`src/rtl/mem_port_arb_pkg.sv`:
```
// Shared types for the memory-port arbiter: FSM state and owner encodings,
// plus the core's existing cache-data and register bus widths.
package mem_port_arb_pkg;

  localparam int CACHE_DATA_BUS_W = 32;
  localparam int REG_BUS_W        = 32;

  typedef enum logic [1:0] {
    ARB_IDLE = 2'd0,
    ARB_CMD  = 2'd1,
    ARB_RESP = 2'd2
  } arb_state_t;

  typedef enum logic {
    OWN_IF = 1'b0,
    OWN_LS = 1'b1
  } owner_t;

endpackage

```
`src/rtl/mem_arb_pick.sv`:
```
// Combinational winner select for the memory-port arbiter.
// Ports: if_req, ls_req, last (previous winner) -> grant {ls, if}.
// MEM_ARB_RR_EN: round-robin on ties; otherwise LS wins ties.
import mem_port_arb_pkg::*;

module mem_arb_pick (
  input  logic       if_req,
  input  logic       ls_req,
  input  owner_t     last,
  output logic [1:0] grant
);

`ifdef MEM_ARB_RR_EN
  always_comb begin
    grant = {ls_req, if_req};
    if (if_req && ls_req) begin
      // the requester that did not win last time takes the tie
      grant = (last == OWN_LS) ? 2'b01 : 2'b10;
    end
  end
`else
  logic unused_last;
  assign unused_last = last;

  always_comb begin
    grant = {ls_req, if_req};
    if (if_req && ls_req) begin
      grant = 2'b10;
    end
  end
`endif

endmodule

```
`src/rtl/mem_port_arb.sv`:
```
// Arbiter/sequencer sharing one Avalon-style cache port between fetch (if_*)
// and load/store (ls_*); one transaction at a time, responses routed to owner.
// Ports: clk, rst (async high), if_* / ls_* requesters, o_p_* / i_p_* port.
// MEM_ARB_RR_EN: round-robin tie breaking (fixed LS priority when undefined).
import mem_port_arb_pkg::*;

module mem_port_arb #(
  parameter int ADDR_W = 32,
  parameter int DATA_W = 32
) (
  input  logic              clk,
  input  logic              rst,
  input  logic [ADDR_W-1:0] if_addr,
  input  logic              if_read,
  output logic              if_waitrequest,
  output logic [DATA_W-1:0] if_readdata,
  output logic              if_readdata_valid,
  input  logic [ADDR_W-1:0] ls_addr,
  input  logic              ls_read,
  input  logic              ls_write,
  input  logic [DATA_W-1:0] ls_writedata,
  input  logic [DATA_W/8-1:0] ls_byteenable,
  output logic              ls_waitrequest,
  output logic [DATA_W-1:0] ls_readdata,
  output logic              ls_readdata_valid,
  output logic [ADDR_W-1:0] o_p_addr,
  output logic              o_p_read,
  output logic              o_p_write,
  output logic [DATA_W-1:0] o_p_writedata,
  output logic [DATA_W/8-1:0] o_p_byteenable,
  input  logic              i_p_waitrequest,
  input  logic [DATA_W-1:0] i_p_readdata,
  input  logic              i_p_readdata_valid
);

  arb_state_t state, state_n;
  owner_t     owner;
  owner_t     last;

  logic [ADDR_W-1:0]   cmd_addr;
  logic [DATA_W-1:0]   cmd_wdata;
  logic [DATA_W/8-1:0] cmd_be;
  logic                cmd_write;

  logic       ls_req;
  logic       req_any;
  logic [1:0] grant;
  logic       in_cmd;
  logic       accept;
  logic       resp_hit;

  assign ls_req  = ls_read | ls_write;
  assign req_any = if_read | ls_req;
  assign in_cmd  = (state == ARB_CMD);
  assign accept  = in_cmd & ~i_p_waitrequest;

  // read data is taken either alongside acceptance or later in RESP;
  // anything seen in IDLE or before acceptance is stale
  assign resp_hit = i_p_readdata_valid &
                    ((accept & ~cmd_write) | (state == ARB_RESP));

  mem_arb_pick u_pick (
    .if_req (if_read),
    .ls_req (ls_req),
    .last   (last),
    .grant  (grant)
  );

`ifdef MEM_ARB_RR_EN
  always_ff @(posedge clk or posedge rst) begin
    if (rst) begin
      last <= OWN_LS;
    end else if (state == ARB_IDLE && req_any) begin
      last <= grant[1] ? OWN_LS : OWN_IF;
    end
  end
`else
  assign last = OWN_LS;
`endif

  always_ff @(posedge clk or posedge rst) begin
    if (rst) begin
      state     <= ARB_IDLE;
      owner     <= OWN_LS;
      cmd_addr  <= '0;
      cmd_wdata <= '0;
      cmd_be    <= '0;
      cmd_write <= 1'b0;
    end else begin
      state <= state_n;
      if (state == ARB_IDLE && req_any) begin
        if (grant[1]) begin
          owner     <= OWN_LS;
          cmd_addr  <= ls_addr;
          cmd_wdata <= ls_writedata;
          cmd_be    <= ls_byteenable;
          cmd_write <= ls_write;
        end else begin
          owner     <= OWN_IF;
          cmd_addr  <= if_addr;
          cmd_wdata <= '0;
          cmd_be    <= '1;
          cmd_write <= 1'b0;
        end
      end
    end
  end

  always_comb begin
    state_n = state;
    unique case (state)
      ARB_IDLE: if (req_any) state_n = ARB_CMD;
      ARB_CMD: begin
        if (accept) begin
          if (cmd_write || i_p_readdata_valid) state_n = ARB_IDLE;
          else                                 state_n = ARB_RESP;
        end
      end
      ARB_RESP: if (i_p_readdata_valid) state_n = ARB_IDLE;
      default:  state_n = ARB_IDLE;
    endcase
  end

  assign o_p_addr       = in_cmd ? cmd_addr : '0;
  assign o_p_read       = in_cmd & ~cmd_write;
  assign o_p_write      = in_cmd & cmd_write;
  assign o_p_writedata  = in_cmd ? cmd_wdata : '0;
  assign o_p_byteenable = in_cmd ? cmd_be : '0;

  // owner stalls on the port until accepted; everyone else stalls on
  // their own request
  assign if_waitrequest = (in_cmd && owner == OWN_IF) ?
                          i_p_waitrequest : if_read;
  assign ls_waitrequest = (in_cmd && owner == OWN_LS) ?
                          i_p_waitrequest : ls_req;

  assign if_readdata_valid = resp_hit & (owner == OWN_IF);
  assign ls_readdata_valid = resp_hit & (owner == OWN_LS);
  assign if_readdata = if_readdata_valid ? i_p_readdata : '0;
  assign ls_readdata = ls_readdata_valid ? i_p_readdata : '0;

endmodule

```
`config.mk`:
```
export PLATFORM = sky130hd
export DESIGN_NAME = mem_port_arb
export DESIGN_NICKNAME = d
export VERILOG_FILES = /design/src/rtl/mem_port_arb_pkg.sv /design/src/rtl/mem_arb_pick.sv /design/src/rtl/mem_port_arb.sv
export SDC_FILE = /design/constraint.sdc
export NUM_CORES = 1
export LEC_CHECK = 0
export BUFFER_PORTS_ARGS = -buffer_cell sky130_fd_sc_hd__buf_2
export CAP_MARGIN = 20
export CORE_AREA = 2 2 107 109
export CTS_BUF_LIST = sky130_fd_sc_hd__clkbuf_16
export CTS_CLUSTER_SIZE = 12
export DETAILED_ROUTE_END_ITERATION = 12
export DIE_AREA = 0 0 109 111
export PLACE_DENSITY_LB_ADDON = 0.12
export SYNTH_ARGS = -nofsm -noshare
export SYNTH_HDL_FRONTEND = slang
export SYNTH_SLANG_ARGS = --single-unit
```
`constraint.sdc`:
```
create_clock -name clk -period 2.8 [get_ports clk]
set_clock_uncertainty 0.1 [all_clocks]
set_input_delay 0.42 -clock clk [delete_from_list [all_inputs] [get_ports clk]]
set_output_delay 0.42 -clock clk [all_outputs]
set_load 0.02 [all_outputs]
```
* Yosys cells after proc, flatten, opt, wreduce, memory -nomap -nowiden
Index checks and enable logic that the tools add are counted.
** Word-level totals
- Bits in registers :: 72
- Logic and storage cells :: 49
- Output and inout bits :: 138
- Memory bits (read-only) :: 0
- Memories :: 0
- Input port bits :: 139
- RAM bits :: 0
- Latch bits :: 0
** Operators by class
- Div/mod/pow operators :: 0
- Multipliers :: 0
- Add/subtract/negate cells :: 0
- Shifts and indexed selects :: 0
- $lt $le $gt $ge :: 0
- Reductions and logical operators :: 7
- Equal/unequal tests :: 5
- Bitwise gates (word level) :: 13
- Muxes and demuxes :: 18
** Operators by type and width (count)
- 32-bit two-way mux :: 6
- 2-bit two-way mux :: 5
- 4-bit two-way mux :: 2
- 1-bit AND :: 7
- 2-bit one-hot mux with 3 select lines :: 1
- 1-bit logical AND :: 4
- 1-bit two-way mux :: 4
- 2-bit inequality test, second input constant :: 2
- 1-bit NOT :: 3
- 1-bit OR :: 3
- 3-bit AND reduction :: 1
- 2-bit by 1-bit == test with 1-bit output, second input constant :: 1
- 2-bit == test, second input constant :: 1
- 2-bit zero test :: 1
- 2-bit by 1-bit inequality test with 1-bit output, second input constant :: 1
- 1-bit logical OR :: 1

* Depth between registers and ports, before layout
- Depth after elaboration :: 7
- Gate-level depth with buffers :: 5
- Gate-level depth less buffers :: 3

* Hierarchy
A second synthesis with hierarchy kept.
** Second synthesis, totals
- Cells, all modules :: 434
- Area, all modules :: 4246.6 sq um
** By module, submodules not included
- mem_port_arb :: sequential area each 1803.0 sq um, cells an instance 432, area an instance 4236.6 sq um, instances 1
- mem_arb_pick :: sequential area each 0.0 sq um, cells an instance 2, area an instance 10.0 sq um, instances 1

* Least setup slack after synthesis
Ideal clock, no wire load.
- Kind :: reg2out
- Start point :: register state[1]
- End point :: output port if_readdata[22]
- Arrival :: 1.726 ns
- Path slack :: 0.554 ns
- Buffers on the path :: 1
- Data required time :: 2.280 ns
- Cell stages (with the launch flop) :: 5
- Cells stage by stage :: dfrtp_1 > or4b_4 > a211oi_4 > buf_6 > and2_1
** Between the ends
- Longest elaborated chain between the ends :: 7
- Elaborated cells on any way between the ends :: 8
- Classes of those cells :: eq/ne (2); mux (1); bitwise (5)
** Ends and longest elaborated chain
- start: declaration :: RTL line mem_port_arb.sv:36 : arb_state_t state, state_n;
- start signal: assignment :: RTL line mem_port_arb.sv:90 : state <= state_n;
- 2-bit by 1-bit == test with 1-bit output :: RTL line mem_port_arb.sv:54 : assign in_cmd = (state == ARB_CMD);
- 1-bit AND :: RTL line mem_port_arb.sv:55 : assign accept = in_cmd & ~i_p_waitrequest;
- 1-bit AND :: RTL line mem_port_arb.sv:60 : ((accept & ~cmd_write) | (state == ARB_RESP));
- 1-bit OR * :: RTL line mem_port_arb.sv:60
- 1-bit AND * :: RTL line mem_port_arb.sv:59 : assign resp_hit = i_p_readdata_valid &
- 1-bit AND * :: RTL line mem_port_arb.sv:137 : assign if_readdata_valid = resp_hit & (owner == OWN_IF);
- named net if_readdata_valid :: RTL line mem_port_arb.sv:17 : output logic if_readdata_valid,
- 32-bit two-way mux * :: RTL line mem_port_arb.sv:139 : assign if_readdata = if_readdata_valid ? i_p_readdata : '0;
- end: declaration :: RTL line mem_port_arb.sv:16 : output logic [DATA_W-1:0] if_readdata,
Mark *: on every way through the listed nets, which the timed path passes. The rest lies on a longest branch.

* Final worst setup path
- Start point :: register state[1]
- End point :: output port ls_readdata[1]
** Between the ends
- Longest elaborated chain between the ends :: 7
- Elaborated cells on any way between the ends :: 8
- Classes of those cells :: eq/ne (2); mux (1); bitwise (5)
** Ends and longest elaborated chain
- 2-bit by 1-bit == test with 1-bit output :: RTL line mem_port_arb.sv:54
- 1-bit AND :: RTL line mem_port_arb.sv:55
- 1-bit AND :: RTL line mem_port_arb.sv:60
- 1-bit OR * :: RTL line mem_port_arb.sv:60
- 1-bit AND * :: RTL line mem_port_arb.sv:59
- 1-bit AND * :: RTL line mem_port_arb.sv:138 : assign ls_readdata_valid = resp_hit & (owner == OWN_LS);
- 32-bit two-way mux * :: RTL line mem_port_arb.sv:140 : assign ls_readdata = ls_readdata_valid ? i_p_readdata : '0;
- end: declaration :: RTL line mem_port_arb.sv:24 : output logic [DATA_W-1:0] ls_readdata,
Every way passes the cells marked *; elsewhere a longest branch is shown, timed or not.

==> summary.txt <==
Die
  – FP Rows: 39
  – Width of the die: 109 um
  – I/O pin total: 277
  – Initial Utilization: 0.362
  – DIE HEIGHT: 111 um
  – Die area: 12100 um2
  – Core area: 11100 um2

Clocking
  – Post-cts resize count: 0
  – Clock Tree Root: clkbuf_16
  – Post-CTS Setup Repair Bufs: 0
  – Clk buf depth: 2
  – Clock latency on the worst-skew pair: 330 ps
  – TritonCTS Sinks: 72
  – Hold buffers post-CTS: 0
  – H-tree depth: 3
  – CTS clk-pin slew, worst paths: 50 ps
  – CTS buffer count: 9
  – CTS tree: yes

Synth
  – Post-Synth Simple-Gate Area: 0.228
  – Synth Area in XOR/XNOR: 0
  – Leading area contributor after synthesis: dfrtp_1
  – Most common cell in the netlist: and2_1
  – Synth Area in Compound Gates: 0.0939
  – FF+latch count, synth: 72
  – Asr flop ratio synth: 1.00
  – Main area contributors after synthesis: dfrtp_1 44%, mux2_2 19%, and2_1 16%, a22o_1 7.0%, and3_1 5.0%
  – Register area share after synthesis: 0.450
  – Syn nets: 501
  – Mapped Cells: 362
  – Yosys cell types: 27
  – Synth top area share: 0.443
  – Synth warn: 0
  – Multiplexer area fraction after synthesis: 0.188
  – Largest family of logic cells by synthesized area: simple AND/OR/NAND/NOR gates
  – Post-synth EDFFs: 0
  – Post-Syn Area per Cell: 11.1 um2
  – Post-synth top cells: 102 x and2_1, 71 x dfrtp_1, 67 x mux2_2
  – Primary FF master, synth: dfrtp_1
  – Adder-cell share of the synthesized area: 0
  – Area of the mapped netlist: 4010 um2

Global route
  – Total GRT Usage: 0.187
  – First-pass GRT wire length: 17500 um
  – Initial antenna violation count: 0
  – Largest net degree at the start of global routing: 40
  – GR Overflow Total: 0
  – Vias in the first global route: 3497

Drt
  – Total wire length: 11600 um
  – Drt via density: 4.75
  – Iter 0 DRT Violations: 144
  – Post-route antenna net violation count: 0
  – DRC: 0
  – WL per Instance: 15.0 um
  – Via count: 3685
  – First-pass DRT Iterations: 4

Timing
  – Final Hold Fails: 0
  – Setup TNS: 0 ps
  – Final Hold Slack: 115 ps
  – Final Cycle Share: 0.961
  – Max Clock Freq: 0.371 GHz
  – Worst Tran Pin Value: 742 ps
  – RSZ-0062 raised after global routing: no
  – Final setup vio count: 0
  – Tmin final: 2690 ps
  – Slew headroom: 0.505
  – Slew Viols, Final: 0

Worst setup path
  – CP Class: reg2out
  – Critical path's top delay family: simple AND/OR/NAND/NOR gates
  – Crit-path slowest cell: or4b_4
  – Critical Path Source: state[1]$_DFFE_PP0P_
  – Worst-path fanout max: 33
  – Critical R2R Launch: state[1]$_DFFE_PP0P_
  – CP Buf/Inv Count: 2
  – Req. time, crit path: 2280 ps
  – Crit path largest cell delay: 620 ps
  – CP cell instances: or4b_4 > a21oi_4 > buf_6 > and3_1 > buf_2
  – R2r setup slk: 580 ps
  – Element type at the critical path end: primary output
  – CP startpoint kind: flip-flop
  – Worst path arrival time: 2170 ps

Finish
  – Cell Count, Final, Fillers Out: 775
  – Layout cell share with drive strength beyond 1: 0.592
  – Core Util, Final: 0.522
  – N_diodes: 0
  – Area growth, synth to finish: 44.3%
  – Final instance area: 5790 um2
  – Final net count: 766

Placed design
  – Placed cells: 759
  – Final Wtd Congestion: 0.754
  – Placed inst area: 5520 um2
  – Final HPWL DP: 8610 um
  – Port Buf Inserts: 276

Power
  – Max IR drop VDD: 0.512 mV
  – P per Cell Area: 1040 nW/um2
  – Lkg Pwr: 0.00324 uW

Min path
  – Hold crit path type: in2async

Flow run
  – Max-cap violations: 0

Status
  – Status: completed
==> power breakdown <==
group / switching, uW / internal [uW] / leakage [uW] / total (uW)
Sequential: 295 / 1560 / 0.000863 / 1850
Combinational: 1790 / 1380 / 0.00224 / 3170
Clock: 411 / 581 / 0.000133 / 992
==> path summary, 6_finish.rpt <==
kind,end,depth (start not counted)
max reg2reg,cmd_addr[27]$_DFFE_PP0P_,4
min,cmd_addr[21]$_DFFE_PP0P_,2
min reg2reg,cmd_wdata[3]$_DFFE_PP0P_,1
max in group asynchronous,owner$_DFFE_PP1P_,3
min in group clk,state[1]$_DFFE_PP0P_,2
max,ls_readdata[1],5
==> metal layers <==
metal / vias to the layer above / share of wire / track usage
li1: 1782 / - / -
met1: 1724 / 0.38 / 0.211
met2: 155 / 0.52 / 0.333
met3: 24 / 0.072 / 0.0364
met4: 0 / 0.030 / 0.0855
met5: - / 0 / 0
==> cell families after synthesis <==
group / after synthesis
flip-flops: 72
AND/OR/NAND/NOR: 148
buffers and inverters: 33
multiplexers: 67
AO/OA/AOI/OAI: 42
==> sequential cells by signal (all words and copies together) (netlist names) <==
register / cells
cmd_addr: 32
cmd_be: 4
cmd_wdata: 32
owner: 1
cmd_write: 1
state: 2
==> area by class of cell <==
type / instances / area, um2
Fill cell: 1039 / 5290
Multi-Input combinational cell: 257 / 2070
Sequential cell: 72 / 1800
Timing Repair Buffer: 285 / 1470
Clock buffer: 9 / 225
Tap cell: 143 / 179
Clock inverter: 7 / 30.0
Inverter: 2 / 7.51
==> metrics by stage <==
step	setup slack, ps	power [uW]
6_report	108	6020
5_1_grt	1.99	6450
4_1_cts	34.5	6100
3_5_place_dp	387	5070
3_3_place_gp	396	5030
2_1_floorplan	457	4050
==> placed cells by master, fill, tap and decap left out <==
cell type | netlist | final
a21oi_4 | 1 | 1
o21a_1 | 1 | 1
inv_2 | 0 | 1
or4b_4 | 1 | 1
clkbuf_16 | 0 | 9
buf_12 | 0 | 1
o21ai_2 | 0 | 1
nor2_4 | 0 | 1
buf_8 | 0 | 1
dfrtp_1 | 71 | 71
and3_1 | 32 | 32
or2_2 | 1 | 1
buf_4 | 1 | 6
inv_1 | 2 | 2
clkinv_2 | 0 | 3
nand2_1 | 4 | 4
nand2b_1 | 1 | 1
o22a_1 | 4 | 4
a22o_1 | 32 | 32
dfstp_2 | 1 | 1
or2b_1 | 1 | 1
and2_1 | 102 | 102
nor2_1 | 4 | 3
clkinv_1 | 0 | 3
nor2b_4 | 0 | 1
nor3_2 | 0 | 1
a21o_1 | 1 | 1
buf_2 | 8 | 276
buf_6 | 3 | 1
a21oi_1 | 1 | 1
mux2_2 | 67 | 67
a211oi_4 | 1 | 1
Note: power is estimated with default switching activity, not from simulation.
